==> src/rtl/vram_arbiter_pkg.sv <==
// Shared encodings for the VRAM arbiter: fill sequencer states and RAM grant sources.
package vram_arbiter_pkg;

  typedef enum logic [1:0] {
    StIdle,
    StFill,
    StDone
  } fill_state_e;

  typedef enum logic [1:0] {
    GntNone,
    GntRd,
    GntWr,
    GntFill
  } grant_e;

endpackage

==> src/rtl/vram_fill_seq.sv <==
// Fill sequencer: walks every RAM address once with a latched value, advancing only when
// the arbiter grants it the RAM.
module vram_fill_seq
  import vram_arbiter_pkg::*;
#(
  parameter int unsigned AddressWidth = 14,
  parameter int unsigned DataWidth    = 8
) (
  input  logic                    clk,
  input  logic                    rstn,
  input  logic                    fill_start,
  input  logic [DataWidth-1:0]    fill_value,
  input  logic                    fill_gnt,
  output fill_state_e             state,
  output logic [AddressWidth-1:0] fill_addr,
  output logic [DataWidth-1:0]    fill_data,
  output logic                    busy,
  output logic                    fill_done
);

  // FSM with registered busy/fill_done; fill_start is only honoured in StIdle.
  always_ff @(posedge clk or negedge rstn) begin
    if (!rstn) begin
      state     <= StIdle;
      fill_addr <= '0;
      fill_data <= '0;
      busy      <= 1'b0;
      fill_done <= 1'b0;
    end else begin
      case (state)
        StIdle: begin
          if (fill_start) begin
            fill_data <= fill_value;
            fill_addr <= '0;
            busy      <= 1'b1;
            state     <= StFill;
          end
        end
        StFill: begin
          if (fill_gnt) begin
            fill_addr <= fill_addr + 1'b1;
            if (fill_addr == '1) begin
              fill_done <= 1'b1;
              state     <= StDone;
            end
          end
        end
        StDone: begin
          fill_done <= 1'b0;
          busy      <= 1'b0;
          state     <= StIdle;
        end
        default: begin
          state <= StIdle;
        end
      endcase
    end
  end

endmodule

==> src/rtl/vram_arbiter.sv <==
// VRAM arbiter: shares a single-port image RAM between display reads, a pixel writer and
// a fill engine. Starved writes are force-granted over reads; the lost read is flagged.
module vram_arbiter
  import vram_arbiter_pkg::*;
#(
  parameter int unsigned AddressWidth = 14,
  parameter int unsigned DataWidth    = 8,
  parameter int unsigned MaxWait      = 16
) (
  input  logic                    clk,
  input  logic                    rstn,
  // Display read port
  input  logic                    rd_req,
  input  logic [AddressWidth-1:0] rd_addr,
  output logic                    rd_valid,
  output logic [DataWidth-1:0]    rd_data,
  output logic                    rd_miss,
  // Writer port
  input  logic                    wr_valid,
  output logic                    wr_ready,
  input  logic [AddressWidth-1:0] wr_addr,
  input  logic [DataWidth-1:0]    wr_data,
  // Fill control
  input  logic                    fill_start,
  input  logic [DataWidth-1:0]    fill_value,
  output logic                    busy,
  output logic                    fill_done,
  // RAM side
  output logic                    ram_rw,
  output logic [AddressWidth-1:0] ram_addr,
  output logic [DataWidth-1:0]    ram_data_in,
  input  logic [DataWidth-1:0]    ram_data_out
);

  localparam int unsigned CntWidth = $clog2(MaxWait + 1);

  fill_state_e             state;
  logic [AddressWidth-1:0] fill_addr;
  logic [DataWidth-1:0]    fill_data;
  logic [CntWidth-1:0]     wait_cnt;
  logic                    forced;
  logic                    fill_gnt;
  grant_e                  grant;

  vram_fill_seq #(
    .AddressWidth(AddressWidth),
    .DataWidth   (DataWidth)
  ) u_fill_seq (
    .clk       (clk),
    .rstn      (rstn),
    .fill_start(fill_start),
    .fill_value(fill_value),
    .fill_gnt  (fill_gnt),
    .state     (state),
    .fill_addr (fill_addr),
    .fill_data (fill_data),
    .busy      (busy),
    .fill_done (fill_done)
  );

  // The counter is held at zero outside StIdle, so a forced write can only occur in StIdle.
  assign forced   = wr_valid && (state == StIdle) && (wait_cnt == CntWidth'(MaxWait));
  assign wr_ready = (state == StIdle) && (forced || !rd_req);
  assign fill_gnt = (grant == GntFill);
  assign rd_data  = ram_data_out;

  // Fixed-priority grant: forced write > read > fill > write.
  always_comb begin
    grant = GntNone;
    if (forced) begin
      grant = GntWr;
    end else if (rd_req) begin
      grant = GntRd;
    end else if (state == StFill) begin
      grant = GntFill;
    end else if (wr_valid && state == StIdle) begin
      grant = GntWr;
    end
  end

  // RAM port mux; an idle RAM sees a harmless read of address 0.
  always_comb begin
    ram_rw      = 1'b1;
    ram_addr    = '0;
    ram_data_in = '0;
    case (grant)
      GntRd: begin
        ram_addr = rd_addr;
      end
      GntWr: begin
        ram_rw      = 1'b0;
        ram_addr    = wr_addr;
        ram_data_in = wr_data;
      end
      GntFill: begin
        ram_rw      = 1'b0;
        ram_addr    = fill_addr;
        ram_data_in = fill_data;
      end
      default: ;
    endcase
  end

  // Starvation counter: counts stalled write cycles in StIdle, saturating at MaxWait.
  always_ff @(posedge clk or negedge rstn) begin
    if (!rstn) begin
      wait_cnt <= '0;
    end else if (state != StIdle || !wr_valid || wr_ready) begin
      wait_cnt <= '0;
    end else if (wait_cnt != CntWidth'(MaxWait)) begin
      wait_cnt <= wait_cnt + 1'b1;
    end
  end

  // Read response flags, aligned with the RAM's one-cycle read latency.
  always_ff @(posedge clk or negedge rstn) begin
    if (!rstn) begin
      rd_valid <= 1'b0;
      rd_miss  <= 1'b0;
    end else begin
      rd_valid <= (grant == GntRd);
      rd_miss  <= forced && rd_req;
    end
  end

endmodule

==> config.mk <==
export PLATFORM = sky130hd
export DESIGN_NAME = vram_arbiter
export DESIGN_NICKNAME = d
export VERILOG_FILES = /design/src/rtl/vram_arbiter_pkg.sv /design/src/rtl/vram_fill_seq.sv /design/src/rtl/vram_arbiter.sv
export SDC_FILE = /design/constraint.sdc
export NUM_CORES = 1
export LEC_CHECK = 0
export BUFFER_PORTS_ARGS = -buffer_cell sky130_fd_sc_hd__buf_2
export CAP_MARGIN = 20
export CORE_UTILIZATION = 30
export DETAILED_ROUTE_END_ITERATION = 10
export GPL_TIMING_DRIVEN = 0
export HOLD_SLACK_MARGIN = 0.08
export PLACE_DENSITY_LB_ADDON = 0.05
export SLEW_MARGIN = 20
export SYNTH_ARGS = -nofsm -noshare
export SYNTH_HDL_FRONTEND = slang
export SYNTH_SLANG_ARGS = --single-unit
==> constraint.sdc <==
create_clock -name clk -period 2.35 [get_ports clk]
set_input_delay 0.235 -clock clk [delete_from_list [all_inputs] [get_ports clk]]
set_output_delay 0.235 -clock clk [all_outputs]
set_load 0.02 [all_outputs]
==> results.toml <==
[status]
outcome = "completed"

[critical_path]
ff2ff_setup_slack_ns = 0.39
critPathKind = "register to output pin"
worstPathArrival_ns = 2.00
cp_max_fo = 10
endpoint_kind = "output pin"
r2r-end = "u_fill_seq.state[0]"
rr_startpoint = "u_fill_seq.state[1]"
startpoint_type = "register"
r2r_cells = 6
required_ns = 2.12

[drt]
via_per_inst = 4.96
drtIter0Drc = 69
drtPass1Iterations = 4
wl_um = 5260
wl_per_cell_um = 13.9
drc = 0
ant_nets = 0
vias = 1879

[sta]
fin_skew_ns = 0.00991
layout_min_cycle_time_ns = 2.23
worst_slew_pin_slew_ns = 0.763
hold_viol = 0
period_share = 0.950
setup_viol = 0
timing.slew.headroom = 0.491
setup_ws_ns = 0.116
slew_viol_final = 0
fmax_mhz = 448

[run]
cap_violations = 0

[floorplanning]
die-area_um2 = 6710
die_h_um = 81.9
die_w_um = 81.9
io_pins = 93
core_um2 = 6030
rows = 28
start_util = 0.318

[cts]
clock_path_buffers = 2
cts.sinks = 33
cts_setup_buffers = 0
worstSkewPairLatency_ns = 0.29
numCtsBuffers = 5
cts_root_buffer = "clkbuf_8"
cts_tree = "yes"
path_clk_slew_ns = 0.07
htreeDepth = 2

[hold_path]
whs_path_depth = 3
worstHoldEndpoint = "u_fill_seq.fill_data[5]"
hold_class = "primary input to register"
hold_start = "fill_value[5]"

[yosys]
synth_top_area_share = 0.431
yosysSeqAreaShare = 0.431
ys_async_sr_fraction = 1.00
avgSynthCellArea_um2 = 9.08
synth_flop_cell = "dfrtp_1"
synth_edf_count = 0
yosys.area.top_type = "dfrtp_1"
netlist_top_cells_area = "dfrtp_1 (43%), a221o_1 (7.3%), nand2_1 (6.3%), a22o_1 (4.6%), nor2_1 (4.5%)"
synth_area_um2 = 1920
synth_cells = 211
synth.distinct_cells = 36
ys_warn_count = 0
ys_ff_latch = 33
syn-num-nets = 271

[placement]
io_buffers = 84
preCtsSetupSlack_ns = -0.0347
post-place-cells = 370
place_hpwl_um = 3850
gp_congestion = 0.782

[power_and_ir_drop]
p_sw_uw = 449
power.share.clock = 0.296
leakage_uw = 0.00130
combPwrFrac = 0.226
p_seq_frac = 0.478
p_total_uw = 1420
max-vdd-ir-drop_mv = 0.235
power.density_nw_per_um2 = 549
power.share.switching = 0.317
intPower_uw = 968

[finish]
drive_gt1_frac = 0.395
insertedDiodeCount = 0
layoutNonFillerInstCount = 379
syn_to_final_growth_pct = 34.7
final_core_util = 0.428
n_fill_cell = 626
nNetsFinal = 363

[grt]
grt_antenna_before_repair = 0
grt-ovfl-total = 0
grt_pass1_vias = 1679
grt_start_max_net_pins = 34
grt_pass1_wl_um = 8200
grt_use_total = 0.165
layout by cell type, fill, tap and decap left out, types with 6 or more instances in the layout:
| master | n |
|---|---|
| o21ai_0 | 13 |
| nor2_1 | 22 |
| and2_1 | 11 |
| a21oi_1 | 6 |
| dfrtp_1 | 33 |
| a22o_1 | 10 |
| buf_4 | 10 |
| nand2_1 | 32 |
| inv_1 | 7 |
| buf_2 | 85 |
| a221o_1 | 14 |
kinds of logic after synthesis:
family / Yosys count / synth area share
compound gates: 51 / 0.204
xor+xnor: 6 / 0.0274
fa+ha+maj: 3 / 0.0196
buf+inv: 25 / 0.0751
flops: 33 / 0.431
simple gates: 93 / 0.242
cell usage after synthesis, types with 2 or more instances:
| master | count |
|---|---|
| dfrtp_1 | 33 |
| nand2_1 | 32 |
| nor2_1 | 23 |
| a221o_1 | 14 |
| o21ai_0 | 13 |
| and2_1 | 11 |
| a22o_1 | 10 |
| buf_4 | 9 |
| a21oi_1 | 7 |
| inv_1 | 7 |
| clkbuf_1 | 6 |
| nand3_1 | 6 |
| ha_1 | 3 |
| nand4_1 | 3 |
| nor4_1 | 3 |
| or3_1 | 3 |
| xnor2_1 | 3 |
| xor2_1 | 3 |
| and3_1 | 2 |
| buf_6 | 2 |
| nand2b_1 | 2 |
| nor3b_1 | 2 |
power by group through the flow:
stage	Clock (µW)	Combinational (µW)	Sequential, µW
2_1_floorplan	0	202	672
3_3_place_gp	0	316	687
3_5_place_dp	0	318	687
4_1_cts	436	323	676
5_1_grt	467	361	689
6_report	419	320	678
metrics by stage:
step | setup TNS (ns) | hold slack, ns | instance area (µm²)
floorplan | 0 | -0.0606 | 1920
global placement | -0.283 | 0.355 | 2430
detailed placement | -0.246 | 0.355 | 2430
CTS | 0 | 0.124 | 2550
global route | -0.00483 | 0.128 | 2580
finish | 0 | 0.132 | 2580
worst max-delay path by stage:
stage,start,to,depth (start not counted)
CTS,u_fill_seq.state[1],ram_data_in[4],6
detailed placement,u_fill_seq.state[1],ram_data_in[1],6
finish,wait_cnt[0],ram_addr[13],7
floorplan,wait_cnt[0],wr_ready,6
global placement,u_fill_seq.state[1],ram_data_in[1],6
global route,wait_cnt[0],ram_addr[6],7
flip-flops by register name, indices dropped and copies added, names as in the netlist:
signal and count:
rd_miss 1, rd_valid 1, u_fill_seq.busy 1, u_fill_seq.fill_addr 14
u_fill_seq.fill_data 8, u_fill_seq.fill_done 1, u_fill_seq.state 2, wait_cnt 5
layout make-up:
class                      instances  area, µm²  share of cell area
buffer                            18        133              0.0514
clock buffer                       5       68.8              0.0267
clock inverter                     3       17.5             0.00679
inverter                           7       26.3              0.0102
multi-input combinational        153        986               0.382
sequential                        33        826               0.320
tap                               75       93.8              0.0364
timing repair buffer              85        430               0.167
worst max-delay path, stage by stage (launching register included):
cell	delay (ns)
dfrtp_1	0.41
inv_1	0.07
ha_2	0.19
nand3_4	0.10
o21a_4	0.24
buf_4	0.19
a221o_1	0.35
buf_2	0.16
layer usage:
layer	vias up	routed length, µm	track usage
met3	4	333	0.0311
li1	928	-	-
met1	875	2480	0.221
met4	0	48	0.0632
met5	-	0	0
met2	72	2400	0.261
what timing repair did:
item,CTS,global route
hold buffers,1,0
endpoints found under the hold margin,33,0
pin swaps,1,1
gates resized for setup,10,9
setup endpoints to repair,21,20
No activity file was read; power rests on OpenSTA's default activity.
